===== config.mk =====
export PLATFORM = sky130hd
export DESIGN_NAME = modulus_counter_down_flat
export DESIGN_NICKNAME = d
export VERILOG_FILES = /design/src/rtl/modulus_counter_down_if.sv /design/src/rtl/modulus_counter_down.sv /design/src/flat_wrapper.sv
export SDC_FILE = /design/constraint.sdc
export NUM_CORES = 1
export LEC_CHECK = 0
export BUFFER_PORTS_ARGS = -buffer_cell sky130_fd_sc_hd__clkbuf_2
export CORE_UTILIZATION = 30
export CTS_CLUSTER_SIZE = 25
export DETAILED_ROUTE_END_ITERATION = 10
export PLACE_DENSITY = 0.54
export RECOVER_POWER = 50
export SKIP_LAST_GASP = 1
export SYNTH_ARGS = -nofsm -noshare
export SYNTH_HDL_FRONTEND = slang
export SYNTH_SLANG_ARGS = --single-unit

===== constraint.sdc =====
create_clock -name clk -period 1.8 [get_ports clk]
set_input_delay 0.36 -clock clk [delete_from_list [all_inputs] [get_ports clk]]
set_output_delay 0.36 -clock clk [all_outputs]
set_load 0.02 [all_outputs]

===== src/rtl/modulus_counter_down_if.sv =====
// modulus_counter_down_if: control/status bundle for the modulus-N down counter
interface modulus_counter_down_if #(parameter int BITS = 9);
  logic enable, load, start, auto_reload, tc, busy;
  logic [BITS-1:0] load_val, q;
  modport master(output enable, load, load_val, start, auto_reload, input q, tc, busy);
  modport slave(input enable, load, load_val, start, auto_reload, output q, tc, busy);
endinterface


===== src/rtl/modulus_counter_down.sv =====
// modulus_counter_down: modulus-N down counter/timer with auto-reload or one-shot stop
// Define MODCNT_PRESCALE_EN to step only on every PRESCALE-th enabled cycle in RUN.
module modulus_counter_down #(
  parameter int MODULUS = 500,
  parameter int PRESCALE = 4,
  parameter int BITS = $clog2(MODULUS)
) (
  input logic clk,
  input logic reset,
  modulus_counter_down_if.slave bus
);
  typedef enum logic [1:0] {IDLE, RUN, DONE} state_t;
  localparam logic [BITS-1:0] TOP = BITS'(MODULUS - 1);
  localparam logic [BITS:0] MOD_W = (BITS + 1)'(MODULUS);
  state_t state, state_n;
  logic [BITS-1:0] q_n, clamped;
  logic tc_n, tick, start_go;
  assign bus.busy = state == RUN;
  always_comb begin
    clamped = ({1'b0, bus.load_val} >= MOD_W) ? TOP : bus.load_val;
    start_go = bus.start && state != RUN;
    state_n = state;
    q_n = bus.q;
    tc_n = 1'b0;
    if (bus.load) begin
      q_n = clamped;
      state_n = bus.start ? RUN : (state == DONE ? IDLE : state);
    end else if (start_go) begin
      q_n = state == DONE ? TOP : bus.q;
      state_n = RUN;
    end else if (state == RUN && tick) begin
      q_n = bus.q != '0 ? bus.q - 1'b1 : (bus.auto_reload ? TOP : '0);
      state_n = (bus.q == '0 && !bus.auto_reload) ? DONE : RUN;
      tc_n = bus.q == '0;
    end
  end
  always_ff @(posedge clk) begin
    if (reset) begin
      state <= IDLE;
      bus.q <= TOP;
      bus.tc <= 1'b0;
    end else begin
      state <= state_n;
      bus.q <= q_n;
      bus.tc <= tc_n;
    end
  end
`ifdef MODCNT_PRESCALE_EN
  localparam int PW = PRESCALE > 1 ? $clog2(PRESCALE) : 1;
  logic [PW-1:0] pre;
  assign tick = bus.enable && pre == PW'(PRESCALE - 1);
  // spacing restarts whenever the count is re-seeded or RUN is left
  always_ff @(posedge clk) begin
    if (reset || bus.load || start_go || state_n != RUN) pre <= '0;
    else if (bus.enable) pre <= tick ? '0 : pre + 1'b1;
  end
`else
  assign tick = bus.enable;
`endif
endmodule


===== src/flat_wrapper.sv =====
// flat-port wrapper written by rule: the top's interface ports become plain ports
module modulus_counter_down_flat 
#(
  parameter int MODULUS = 500,
  parameter int PRESCALE = 4,
  parameter int BITS = $clog2(MODULUS)
)
  (clk, reset, bus_enable, bus_load, bus_load_val, bus_start, bus_auto_reload, bus_q, bus_tc, bus_busy);
  modulus_counter_down_if #(.BITS(BITS)) bus_i ();
  input logic clk;
  input logic reset;
  input wire logic [$bits(bus_i.enable)-1:0] bus_enable;
  input wire logic [$bits(bus_i.load)-1:0] bus_load;
  input wire logic [$bits(bus_i.load_val)-1:0] bus_load_val;
  input wire logic [$bits(bus_i.start)-1:0] bus_start;
  input wire logic [$bits(bus_i.auto_reload)-1:0] bus_auto_reload;
  output wire logic [$bits(bus_i.q)-1:0] bus_q;
  output wire logic [$bits(bus_i.tc)-1:0] bus_tc;
  output wire logic [$bits(bus_i.busy)-1:0] bus_busy;
  assign bus_i.enable = bus_enable;
  assign bus_i.load = bus_load;
  assign bus_i.load_val = bus_load_val;
  assign bus_i.start = bus_start;
  assign bus_i.auto_reload = bus_auto_reload;
  assign bus_q = bus_i.q;
  assign bus_tc = bus_i.tc;
  assign bus_busy = bus_i.busy;
  modulus_counter_down #(.MODULUS(MODULUS), .PRESCALE(PRESCALE), .BITS(BITS)) u_core (.clk(clk), .reset(reset), .bus(bus_i));
endmodule

## Word-level counts from Yosys, hierarchy flattened

Cells that the tools add are included.

- Input port bits: 15
- Word-level logic and storage cells: 34
- Register bits after elaboration: 12
- Output and inout port bits: 11

- Multiplexer cells: 13
- Magnitude comparators: 1
- $add $sub $neg: 1
- Bitwise operators: 1
- Reductions and logical operators: 10
- Eq/ne operators: 5

Operators by type and width:

| kind | number |
|---|---|
| 9-bit 2-to-1 mux | 7 |
| 2-bit 2-to-1 mux | 6 |
| 9-bit greater-or-equal comparator (second input constant) | 1 |
| 9-bit zero test | 1 |
| 9-bit nonzero test | 1 |
| 9-bit by 1-bit subtractor with 9-bit output (second input constant) | 1 |
| 2-bit AND reduction | 2 |
| 4-bit OR reduction | 1 |
| 1-bit logical AND | 3 |
| 3-bit by 1-bit inequality test with 1-bit output (second input constant) | 1 |
| 3-bit inequality test (second input constant) | 1 |
| 3-bit nonzero test | 1 |
| 2-bit by 1-bit equality test with 1-bit output (second input constant) | 1 |
| 2-bit equality test (second input constant) | 1 |
| 2-bit by 1-bit inequality test with 1-bit output (second input constant) | 1 |
| 1-bit zero test | 1 |
| 1-bit NOT | 1 |

## Logic depth before layout (Yosys ltp)

- Depth in word-level cells: 6
- Mapped depth: 7
- Gate-level depth less buffers: 6

## Least setup slack after synthesis

Ideal clock, no wire load.

- Path kind: register to register
- From: register u_core.bus.q[0]
- To: register u_core.state[1]
- Required time: 1.714 ns
- Arrival: 1.927 ns
- Stages on the path, launching flop included: 7
- Buffers on the path: 1
- Period minus slack after synthesis: 2.013 ns
- Setup time: 0.086 ns
- Setup slack: -0.213 ns
- Path through: dfxtp_1 -> inv_1 -> ha_1 -> or4b_1 -> clkbuf_2 -> or4_4 -> a221oi_2

- Word-level cells in the longest chain between the ends: 6

RTL lines:

| element | RTL line | text |
|---|---|---|
| from (decl) | modulus_counter_down_if.sv:6 | `modport slave(input enable, load, load_val, start, auto_reload, output q, tc, busy);` |
| from (signal assigned) | modulus_counter_down.sv:44 | `bus.q <= q_n;` |
| 9-bit zero test | modulus_counter_down.sv:33 | `state_n = (bus.q == '0 && !bus.auto_reload) ? DONE : RUN;` |
| 1-bit logical AND | modulus_counter_down.sv:33 |  |
| 2-bit 2-to-1 mux | modulus_counter_down.sv:33 |  |
| 2-bit 2-to-1 mux | modulus_counter_down.sv:31 | `end else if (state == RUN && tick) begin` |
| 2-bit 2-to-1 mux | modulus_counter_down.sv:28 | `end else if (start_go) begin` |
| 2-bit 2-to-1 mux | modulus_counter_down.sv:25 | `if (bus.load) begin` |
| to (signal assigned) | modulus_counter_down.sv:43 | `state <= state_n;` |
| to (decl) | modulus_counter_down.sv:15 | `state_t state, state_n;` |

Every way passes these cells. The select of a mux whose other input is x is not followed.
A chain may end at the register's enable or synchronous reset.

## Worst setup path in the final report

Same ends and word-level chain as after synthesis.

==> impl_metrics.json <==
{
  "hold_class": "in -> reg",
  "synth_top_area_share_pct": 27.8,
  "num_antenna_cells": 0,
  "final-max-slew-violation-count": 0,
  "yosys.area.top_type": "dfxtp_1",
  "reg2regPathDepth": 5,
  "cts_tree": "yes",
  "tns_ns": 0,
  "crit_fanout": 3,
  "final_util_pct": 45.6,
  "max-vdd-ir-drop_mv": 0.302,
  "fin_crit_sh_pct": 99.8,
  "cts-buffers-inserted": 3,
  "synthFlopType": "dfxtp_1",
  "r2r_start": "u_core.bus.q[0]",
  "finalPower_uw": 794,
  "rsz0062_at_grt": "true",
  "hp-start": "bus_load_val[0]",
  "syn_area_per_cell_um2": 7.78,
  "nets": 170,
  "drt-pass1-iter-count": 4,
  "fp.dieArea_um2": 3100,
  "start_kind": "register",
  "chipWidth_um": 55.6,
  "clk_latency_ns": 0.30,
  "clock_sinks": 12,
  "wl_per_cell_um": 15.3,
  "ant_nets": 0,
  "p_leak_nw": 0.501,
  "grt_pass1_vias": 1020,
  "synth_edf_count": 0,
  "track_usage_pct": 19.9,
  "drive_gt1_share_pct": 37.3,
  "hold_slack_ns": 0.344,
  "area_growth_syn_to_layout_pct": 44.3,
  "grt_max_degree": 13,
  "startpoint": "u_core.bus.q[0]",
  "synth-seq-cells": 12,
  "seq_area_frac_synth_pct": 27.8,
  "place_congestion": 0.817,
  "reg2reg_slack_ns": 0.004,
  "layout_min_cycle_time_ns": 1.80,
  "gr-total-overflow": 0,
  "via_per_inst": 5.96,
  "crit_end": "u_core.state[1]",
  "cts_max_level": 1,
  "rows": 19,
  "ys_warn_count": 0,
  "synth_area_leaders": "dfxtp_1 28%, o21ai_0 5.8%, a21oi_1 4.6%, o31ai_1 4.3%, nor2_1 3.5%",
  "clkTransAtPathRegs_ns": 0.10,
  "grt_pass1_wl_um": 4750,
  "dp_hpwl_um": 2160,
  "min_path_cells": 3,
  "synthArstFlopShare_pct": 0,
  "finalSetupViolCount": 0,
  "drt_wl_total_um": 2810,
  "slew_headroom_pct": 71.3,
  "io_buffer_count": 25,
  "die_h_um": 55.6,
  "r2r_end": "u_core.state[1]",
  "syn_area_um2": 863,
  "start_util_pct": 31.6,
  "power_density_nw_per_um2": 637,
  "drt_iter0_markers": 46,
  "cp_data_required_time_ns": 2.01,
  "post-place-cells": 180,
  "syn-num-nets": 127,
  "critPathCaptureType": "register",
  "hold_violations": 0,
  "finClkSkew_ns": 0.00987,
  "drc": 0,
  "timing.fmax_mhz": 557,
  "fill_cells": 278,
  "io_pins": 26,
  "vias": 1096,
  "syn_inst": 111,
  "worst_pin_slew_ns": 0.426,
  "maxCapViolCount": 0,
  "critPathKind": "reg -> reg",
  "antenna_found_initial": 0,
  "instances_no_fill": 184,
  "root_buffer": "clkbuf_4",
  "worst_ep_arrival_time_ns": 2.01,
  "synth_cell_types": 42,
  "cts_buffer_depth": 2,
  "core_um2": 2730,
  "outcome": "finished clean"
}
==> cell type report <==
class / count / area, µm² / share of cell area [%]
clock buffer: 4 / 36.3 / 2.91
inverter: 7 / 31.3 / 2.51
multi-input combinational: 86 / 632 / 50.7
sequential: 12 / 248 / 19.9
tap: 31 / 38.8 / 3.11
timing repair buffer: 44 / 260 / 20.9
==> what timing repair did <==
item,CTS,global route
endpoints found under the setup margin,5,8
setup buffers,1,0
gates resized for setup,4,10
pin swaps,6,6
hold buffers,0,0
==> worst max-delay path, cell delays in order, from the launching register on <==
cell,delay [ns]
dfxtp_4,0.36
inv_4,0.05
ha_4,0.11
or4b_4,0.49
or4_4,0.50
a221oi_2,0.20
==> synth_stat cells, types with 2 or more instances <==
cell,number
a221o_1,2
dfxtp_1,12
and4_1,2
nor2_1,8
o31ai_1,5
or2_2,2
or4_1,2
a221oi_1,2
nor3_1,4
o21ai_0,10
nor4_1,3
nand2b_1,2
clkbuf_1,4
or3_1,2
a21oi_1,8
a21o_1,3
a32oi_1,2
o21a_1,3
nand2_1,4
a211oi_1,3
inv_1,7
==> placed cells by master (no fill, tap or decap), drive strengths merged, types with 2 or more instances in the layout <==
cell type,Yosys,final
a211oi,3,3
a21o,3,3
a21oi,8,8
a221o,2,2
a221oi,3,3
a32oi,2,2
and4,2,2
buf,1,19
clkbuf,5,29
dfxtp,12,12
inv,7,7
nand2,4,4
nand2b,2,2
nor2,8,8
nor3,4,4
nor4,3,3
o21a,3,3
o21ai,11,11
o31ai,5,5
or2,2,2
or3,2,2
or4,3,3
==> layer usage <==
layer  vias to the layer above  GRT usage [%]  share of wire [%]  wire [µm]
li1                        521              -                  -          -
met4                         0           11.8                2.9         81
met2                        49           30.8                 46       1300
met3                         7           3.26                7.0        197
met1                       519           26.0                 44       1230
met5                         -              0                  0          0
==> worst min path at each step <==
stage / end / slack (ns)
after detailed placement: u_core.state[1] / 0.52
after CTS: u_core.bus.q[0] / 0.34
after floorplan: u_core.bus.q[2] / 0.48
after global routing: u_core.bus.tc / 0.34
after global placement: u_core.state[1] / 0.52
final: u_core.bus.q[0] / 0.34
==> sequential cells by signal, summed over array words and instances, names as in the netlist <==
name           count
u_core.bus.tc      1
u_core.bus.q       9
u_core.state       2
==> power breakdown <==
| group | internal, mW | switching [mW] |
|---|---|---|
| clock | 0.123 | 0.115 |
| combinational | 0.106 | 0.151 |
| sequential | 0.285 | 0.0142 |
| total | 0.515 | 0.280 |
==> cell families (layout without fill, tap and decap cells) <==
family | Yosys count | in the layout | share of synthesized area [%]
compound gates | 47 | 47 | 38.0
simple gates | 37 | 37 | 25.5
buf+inv | 13 | 55 | 5.94
flops | 12 | 12 | 27.8
fa+ha+maj | 1 | 1 | 1.45
mux | 1 | 1 | 1.30
==> metrics by stage <==
stage | instance area, µm² | setup WS [ns]
floorplan | 886 | -0.0945
global placement | 1170 | -0.0646
detailed placement | 1170 | -0.0836
CTS | 1220 | -0.0377
global route | 1250 | -0.0524
finish | 1250 | 0.00376
Note: power is estimated with default switching activity, not from simulation.
